==> src/rtl/debounce_fsmd_pkg.sv <==
// Shared debouncer types: state encoding and the default timer width.
// Used by debounce_fsmd and its bench.
package debounce_pkg;

  localparam int N_DEF = 21;

  localparam logic [1:0] ST_ZERO  = 2'b00;
  localparam logic [1:0] ST_WAIT1 = 2'b01;
  localparam logic [1:0] ST_ONE   = 2'b10;
  localparam logic [1:0] ST_WAIT0 = 2'b11;

  typedef enum logic [1:0] {
    ZERO  = ST_ZERO,
    WAIT1 = ST_WAIT1,
    ONE   = ST_ONE,
    WAIT0 = ST_WAIT0
  } state_t;

endpackage

==> src/rtl/debounce_fsmd_if.sv <==
// Switch-side bundle: raw switch in, debounced level and rising tick out.
// master drives sw; slave (the debouncer) drives db_level/db_tick.
interface debounce_fsmd_if;

  logic sw;
  logic db_level;
  logic db_tick;

  modport master (
    output sw,
    input  db_level,
    input  db_tick
  );

  modport slave (
    input  sw,
    output db_level,
    output db_tick
  );

endinterface

==> src/rtl/debounce_fsmd_sync_2ff.sv <==
// One-bit two-flop synchroniser, sync active-high reset to 0.
// Ports: clk, reset, d (async in), q (synchronised out).
module sync_2ff (
  input  logic clk,
  input  logic reset,
  input  logic d,
  output logic q
);

  logic s1;

  always_ff @(posedge clk) begin
    if (reset) begin
      s1 <= 1'b0;
      q  <= 1'b0;
    end else begin
      s1 <= d;
      q  <= s1;
    end
  end

endmodule

==> src/rtl/debounce_fsmd.sv <==
// Four-state FSMD switch debouncer with registered level and rising tick.
// Ports: clk, reset (sync, active high), bus (sw in; db_level, db_tick out).
module debounce_fsmd
  import debounce_pkg::*;
#(
  parameter int N = N_DEF
) (
  input  logic            clk,
  input  logic            reset,
  debounce_fsmd_if.slave  bus
);

  localparam logic [N-1:0] M      = '1;
  localparam logic [N-1:0] Q_LAST = N'(1);

  logic         sw_s;
  state_t       state, state_nx;
  logic [N-1:0] q, q_nx;
  logic         lvl_r, lvl_nx;
  logic         tick_r, tick_nx;

  sync_2ff u_sync (
    .clk   (clk),
    .reset (reset),
    .d     (bus.sw),
    .q     (sw_s)
  );

  always_ff @(posedge clk) begin
    if (reset) begin
      state  <= ZERO;
      q      <= '0;
      lvl_r  <= 1'b0;
      tick_r <= 1'b0;
    end else begin
      state  <= state_nx;
      q      <= q_nx;
      lvl_r  <= lvl_nx;
      tick_r <= tick_nx;
    end
  end

  always_comb begin
    state_nx = state;
    q_nx     = q;
    tick_nx  = 1'b0;
    unique case (state)
      ZERO: begin
        if (sw_s) begin
          q_nx     = M;
          state_nx = WAIT1;
        end
      end
      WAIT1: begin
        if (!sw_s) begin
          state_nx = ZERO;
        end else if (q == Q_LAST) begin
          q_nx     = '0;
          state_nx = ONE;
          tick_nx  = 1'b1;
        end else begin
          q_nx = q - Q_LAST;
        end
      end
      ONE: begin
        if (!sw_s) begin
          q_nx     = M;
          state_nx = WAIT0;
        end
      end
      WAIT0: begin
        if (sw_s) begin
          state_nx = ONE;
        end else if (q == Q_LAST) begin
          q_nx     = '0;
          state_nx = ZERO;
        end else begin
          q_nx = q - Q_LAST;
        end
      end
      default: begin
        state_nx = ZERO;
      end
    endcase
    // Level follows the stable side the next state belongs to.
    lvl_nx = (state_nx == ONE) || (state_nx == WAIT0);
  end

  assign bus.db_level = lvl_r;
  assign bus.db_tick  = tick_r;

endmodule

==> src/flat_wrapper.sv <==
// flat-port wrapper written by rule: the top's interface ports become plain ports
module debounce_fsmd_flat import debounce_pkg::*;
#(
  parameter int N = N_DEF
)
  (clk, reset, bus_sw, bus_db_level, bus_db_tick);
  debounce_fsmd_if bus_i ();
  input  logic clk;
  input  logic reset;
  input wire logic [$bits(bus_i.sw)-1:0] bus_sw;
  output wire logic [$bits(bus_i.db_level)-1:0] bus_db_level;
  output wire logic [$bits(bus_i.db_tick)-1:0] bus_db_tick;
  assign bus_i.sw = bus_sw;
  assign bus_db_level = bus_i.db_level;
  assign bus_db_tick = bus_i.db_tick;
  debounce_fsmd #(.N(N)) u_core (.clk(clk), .reset(reset), .bus(bus_i));
endmodule
==> config.mk <==
export PLATFORM = sky130hd
export DESIGN_NAME = debounce_fsmd_flat
export DESIGN_NICKNAME = d
export VERILOG_FILES = /design/src/rtl/debounce_fsmd_pkg.sv /design/src/rtl/debounce_fsmd_if.sv /design/src/rtl/debounce_fsmd_sync_2ff.sv /design/src/rtl/debounce_fsmd.sv /design/src/flat_wrapper.sv
export SDC_FILE = /design/constraint.sdc
export NUM_CORES = 1
export LEC_CHECK = 0
export ABC_AREA = 1
export BUFFER_PORTS_ARGS = -buffer_cell sky130_fd_sc_hd__buf_2
export CAP_MARGIN = 15
export CORE_MARGIN = 4
export CORE_UTILIZATION = 50
export CTS_CLUSTER_DIAMETER = 30
export DETAILED_ROUTE_END_ITERATION = 10
export PLACE_DENSITY_LB_ADDON = 0.12
export SYNTH_ARGS = -nofsm -noshare
export SYNTH_HDL_FRONTEND = slang
export SYNTH_HIERARCHICAL = 1
export SYNTH_SLANG_ARGS = --single-unit
==> constraint.sdc <==
create_clock -name clk -period 1.2 [get_ports clk]
set_input_delay 0.24 -clock clk [delete_from_list [all_inputs] [get_ports clk]]
set_output_delay 0.24 -clock clk [all_outputs]
set_load 0.01 [all_outputs]
* Word-level counts from Yosys, hierarchy flattened *
Index checks and enable logic that the tools add are counted.

word-level totals
  output and inout port bits = 2
  bits of input ports = 3
  flip-flop bits (word level) = 27
  word-level logic and storage cells = 37

cells by class
  reductions and logical operators = 4
  muxes and demuxes = 14
  add/subtract/negate cells = 1
  bitwise operators = 2
  equality and inequality tests = 10

operators by type and width
  operator                                               count
  2-to-1 mux 21 bit                                      5
  case mux 21 bit (4 select lines)                       1
  equality test 21 x 1 -> 1 bit (second input constant)  1
  subtractor 21 x 1 -> 21 bit (second input constant)    1
  2-to-1 mux 2 bit                                       6
  equality test 2 bit (second input constant)            4
  != test 2 bit (second input constant)                  4
  case mux 2 bit (4 select lines)                        1
  AND reduction 4 bit                                    1
  OR reduction 3 bit                                     1
  equality test 2 x 1 -> 1 bit (second input constant)   1
  logical NOT 2 bit                                      1
  inverter 1 bit                                         2
  logical OR 1 bit                                       1
  2-to-1 mux 1 bit                                       1

* Depth between registers and ports, before layout *
  word-level depth = 6
  gate-level depth with buffers = 9
  mapped depth without buffers = 9

* Modules after synthesis *
The synthesis kept the hierarchy.

by module, submodules not included
  module         area an instance (um^2)  cells each  instances  seq. area each (um^2)
  debounce_fsmd  1609.0                   241         1          500.5
  sync_2ff       55.1                     6           1          40.0

* Least setup slack after synthesis *
No wires, ideal clock.

  path kind = flip-flop to flip-flop
  from = reg u_core.q[1]
  to = reg u_core.lvl_r, in the netlist u_core/bus.db_level
  path slack = -60 ps
  clock period less this slack = 1260 ps
  library setup time = 116 ps
  arrival = 1144 ps
  stages on the path, launching flop included = 8
  buffers on the path = 0
  required time = 1084 ps
  path through = dfxtp_1 -> inv_1 -> ha_1 -> nand2_1 -> nor2_2 -> nand4_4 -> o21ai_2 -> nor2_1

between the ends
  word-level cells in the longest chain between the ends = 6
  elaborated cells on any way between the ends = 9
  classes of those cells = eq/ne (3); mux (5); reduce/logical (1)

ends and longest elaborated chain
  element                              RTL line                                  text
  from (decl)                          debounce_fsmd.sv:18                       logic [N-1:0] q, q_nx;
  from (signal assigned)               debounce_fsmd.sv:37                       q <= q_nx;
  equality test 21 x 1 -> 1 bit *      debounce_fsmd.sv:57, debounce_fsmd.sv:74
  2-to-1 mux 2 bit (on tied branches)  debounce_fsmd.sv:74, debounce_fsmd.sv:57
  2-to-1 mux 2 bit (on tied branches)  debounce_fsmd.sv:72, debounce_fsmd.sv:55
  case mux 2 bit (4 select lines) *    debounce_fsmd.sv:47                       unique case (state)
  equality test 2 bit                  debounce_fsmd.sv:86                       lvl_nx = (state_nx == ONE) || (state_nx == WAIT0);
  logical OR 1 bit *                   debounce_fsmd.sv:86
  to (signal assigned)                 debounce_fsmd.sv:38                       lvl_r <= lvl_nx;
  to (decl)                            debounce_fsmd.sv:19                       logic lvl_r, lvl_nx;

Mark *: on every way between the ends. The rest lies on a longest branch, timed or not.
A chain may end at the register's enable or synchronous reset.

* Final worst setup path *
  from = reg u_core.q[14]
  to = reg u_core.q[15]

between the ends
  word-level cells in the longest chain between the ends = 4
  elaborated cells on any way between the ends = 6
  classes of those cells = add/sub (1); eq/ne (1); mux (4)

ends and longest elaborated chain
  element                                                                       RTL line
  subtractor 21 x 1 -> 21 bit or equality test 21 x 1 -> 1 bit (tied branches)  n/a
  2-to-1 mux 21 bit *                                                           debounce_fsmd.sv:57, debounce_fsmd.sv:74
  2-to-1 mux 21 bit (on tied branches)                                          debounce_fsmd.sv:72, debounce_fsmd.sv:55
  case mux 21 bit (4 select lines) *                                            debounce_fsmd.sv:47

Mark *: on every way between the ends. The rest lies on a longest branch, timed or not. The select of a mux whose other input is x is not followed.

==> impl_metrics.toml <==
[cells_and_area]
fin_area_sq_um = 2480
area_growth_pct = 49.1
drive_gt1_frac = 0.431
instances_no_fill = 348
n_antenna_cell = 0
fin_nets = 310
post-route-util = 0.793
final_cell_mix = "buf_4 (42), nand2_1 (39), nand3_1 (38)"
layout_commonest_cell = "buf_4"

[min_path]
hp-start = "bus_sw"
holdCritPathClass = "in2reg"

[routing]
drt_iter0_drc = 194
dr.pass1.iters = 5
routed_via_density = 5.58
ant_nets = 0
vias = 1942
drc = 0
wl_per_cell_microns = 15.1
drt_wl_total_mm = 5.26

[timing]
fmax_mhz = 719
finalHoldViolCount = 0
finalSetupViolCount = 25
worst_slew_pin_slew_ns = 0.272
drv_slew = 0
setup_ws_ns = -0.191
clock_skew_ns = 0.0145
period_share = 1.16
relSlewSlack = 0.819
fin_setup_tns_ns = -3.43
rsz0062_at_grt = "yes"
period_minus_slack_ns = 1.39

[clock_tree]
cts_tree = "built"
cts-buffers-inserted = 3
cts_htree_levels = 1
root_buffer = "clkbuf_4"
clock_sinks = 27
worstSkewPairLatency_ns = 0.34
clk_pin_slew_worst_paths_ns = 0.16
cts_hold_buffers = 0
clockBufferDepth = 2

[power_and_ir_drop]
cellPowerDensity_nw_per_um2 = 997
p_leak_nw = 1.11
peakVddDrop_mv = 0.563

[global_route]
grt_pass1_vias = 1778
antenna_found_initial = 0
grt_usage = 0.248
grt_pass1_wl_mm = 8.26
overflow = 0
grt_max_degree = 19

[job]
drv_cap = 0

[setup_path]
critPathCaptureType = "flip-flop"
setup.worst_path.start = "u_core/q[14]"
critPathKind = "reg2reg"
r2r-start = "u_core/q[14]"
critPathMaxFanout = 7
setup.worst_path.start_class = "flip-flop"
cp.arrival_ns = 1.62
cp.required_ns = 1.43

[logic_synthesis]
synth_cell_type_count = 27
yosysTopAreaCell = "dfxtp_1"
postSynthCellCount = 247
synth_top_area_frac = 0.325
synth.avg_cell_area_sq_um = 6.74
seq_area_frac_synth = 0.325
synth_area_sq_um = 1660
synth-seq-cells = 27
synthTopCellsByArea = "dfxtp_1 (32%), nand3_1 (12%), nand2_1 (10%)"
yosysWarnings = 6
syn_nets = 252

[die]
die_w_microns = 65.7
core_area_sq_um = 3130
start_util = 0.532
pin_count = 5
rows = 20
die-area_sq_um = 4320
dieHeight_microns = 65.7

[run_status]
failed_checks = "setup timing"
status = "complete, but fails checks"

[placement]
dp_hpwl_mm = 3.09
place_inst = 329
place_area_sq_um = 2050
portBuffers = 4
place_congestion = 0.842
==> Yosys cell counts <==
master,count
buf_4,1
o21ai_2,1
nand3_1,40
nand3_2,2
or2_1,1
nor2_2,5
clkbuf_1,1
nand2_4,1
nand4_2,1
nand2_2,3
o21bai_1,2
nand4_1,7
nor3_1,1
nand4_4,1
nand2_1,45
buf_2,4
nor4_1,1
nor2_1,27
o21ai_0,15
buf_6,1
inv_1,24
nor2_4,7
ha_1,2
a21o_1,4
dfxtp_1,27
a21oi_1,20
inv_2,3
==> critical path: stages (launching register included) <==
cell	delay, ns
dfxtp_2	0.36
nor2_2	0.15
nand2_2	0.12
nor2_4	0.20
buf_6	0.13
nand3_4	0.12
nand3_1	0.12
a21oi_1	0.07
==> sequential cells by signal (all words and copies together) (netlist names) <==
name,cells
u_core/bus.db_level,1
u_core/bus.db_tick,1
u_core/q,21
u_core/state,2
u_core/u_sync/q,1
u_core/u_sync/s1,1
==> stage by stage <==
step | setup WS [ns] | hold slack, ns | power, mW
finish | -0.191 | 0.0772 | 2.47
global route | -0.303 | 0.0778 | 2.62
CTS | -0.142 | 0.0723 | 2.30
detailed placement | -0.151 | 0.405 | 1.74
global placement | -0.139 | 0.396 | 1.72
floorplan | -0.00610 | 0.311 | 1.48
==> repair_timing <==
action | in CTS | in global routing
cloned | 2 | 1
setup buffers | 7 | 5
endpoints found under the setup margin | 25 | 25
resized for setup | 49 | 28
pin swaps | 18 | 13
==> final cells by class <==
class                   count  area (sq um)
clock buffers               3          22.5
clock inverters             1          5.00
fillers                   212           647
inverters                  27           106
multi-input cells         188          1200
flip-flops and latches     27           569
well taps                  44          55.1
repair buffers             58           519
==> routing by layer <==
layer  vias up  wire length [microns]  global-route usage
met5         -                      0                   0
met4         0                    172               0.124
met3        20                    392              0.0427
met2        86                   2460               0.397
met1       892                   2240               0.319
li1        944                      -                   -
==> final timing paths <==
| check | to | slack [ns] | cells after the start |
|---|---|---|---|
| setup / recovery | u_core/q[15] | -0.19 | 7 |
| hold / removal | u_core/u_sync/s1 | 0.08 | 3 |
| setup reg to reg | u_core/q[15] | -0.19 | 7 |
| hold reg to reg | u_core/u_sync/q | 0.42 | 2 |
==> cells by family (layout without fill, tap and decap cells) <==
group / Yosys count / after routing / synth area share
flip-flops: 27 / 27 / 0.325
AND/OR/NAND/NOR: 142 / 144 / 0.436
AO/OA/AOI/OAI: 42 / 42 / 0.138
adder cells (fa/ha/maj): 2 / 2 / 0.0150
buffers and inverters: 34 / 89 / 0.0865
==> where the power goes <==
group | internal, mW | total [mW] | switching [mW]
clock | 0.126 | 0.419 | 0.294
combinational | 0.481 | 1.07 | 0.586
sequential | 0.938 | 0.988 | 0.0494
total | 1.54 | 2.47 | 0.929
No activity file was read; power rests on OpenSTA's default activity.
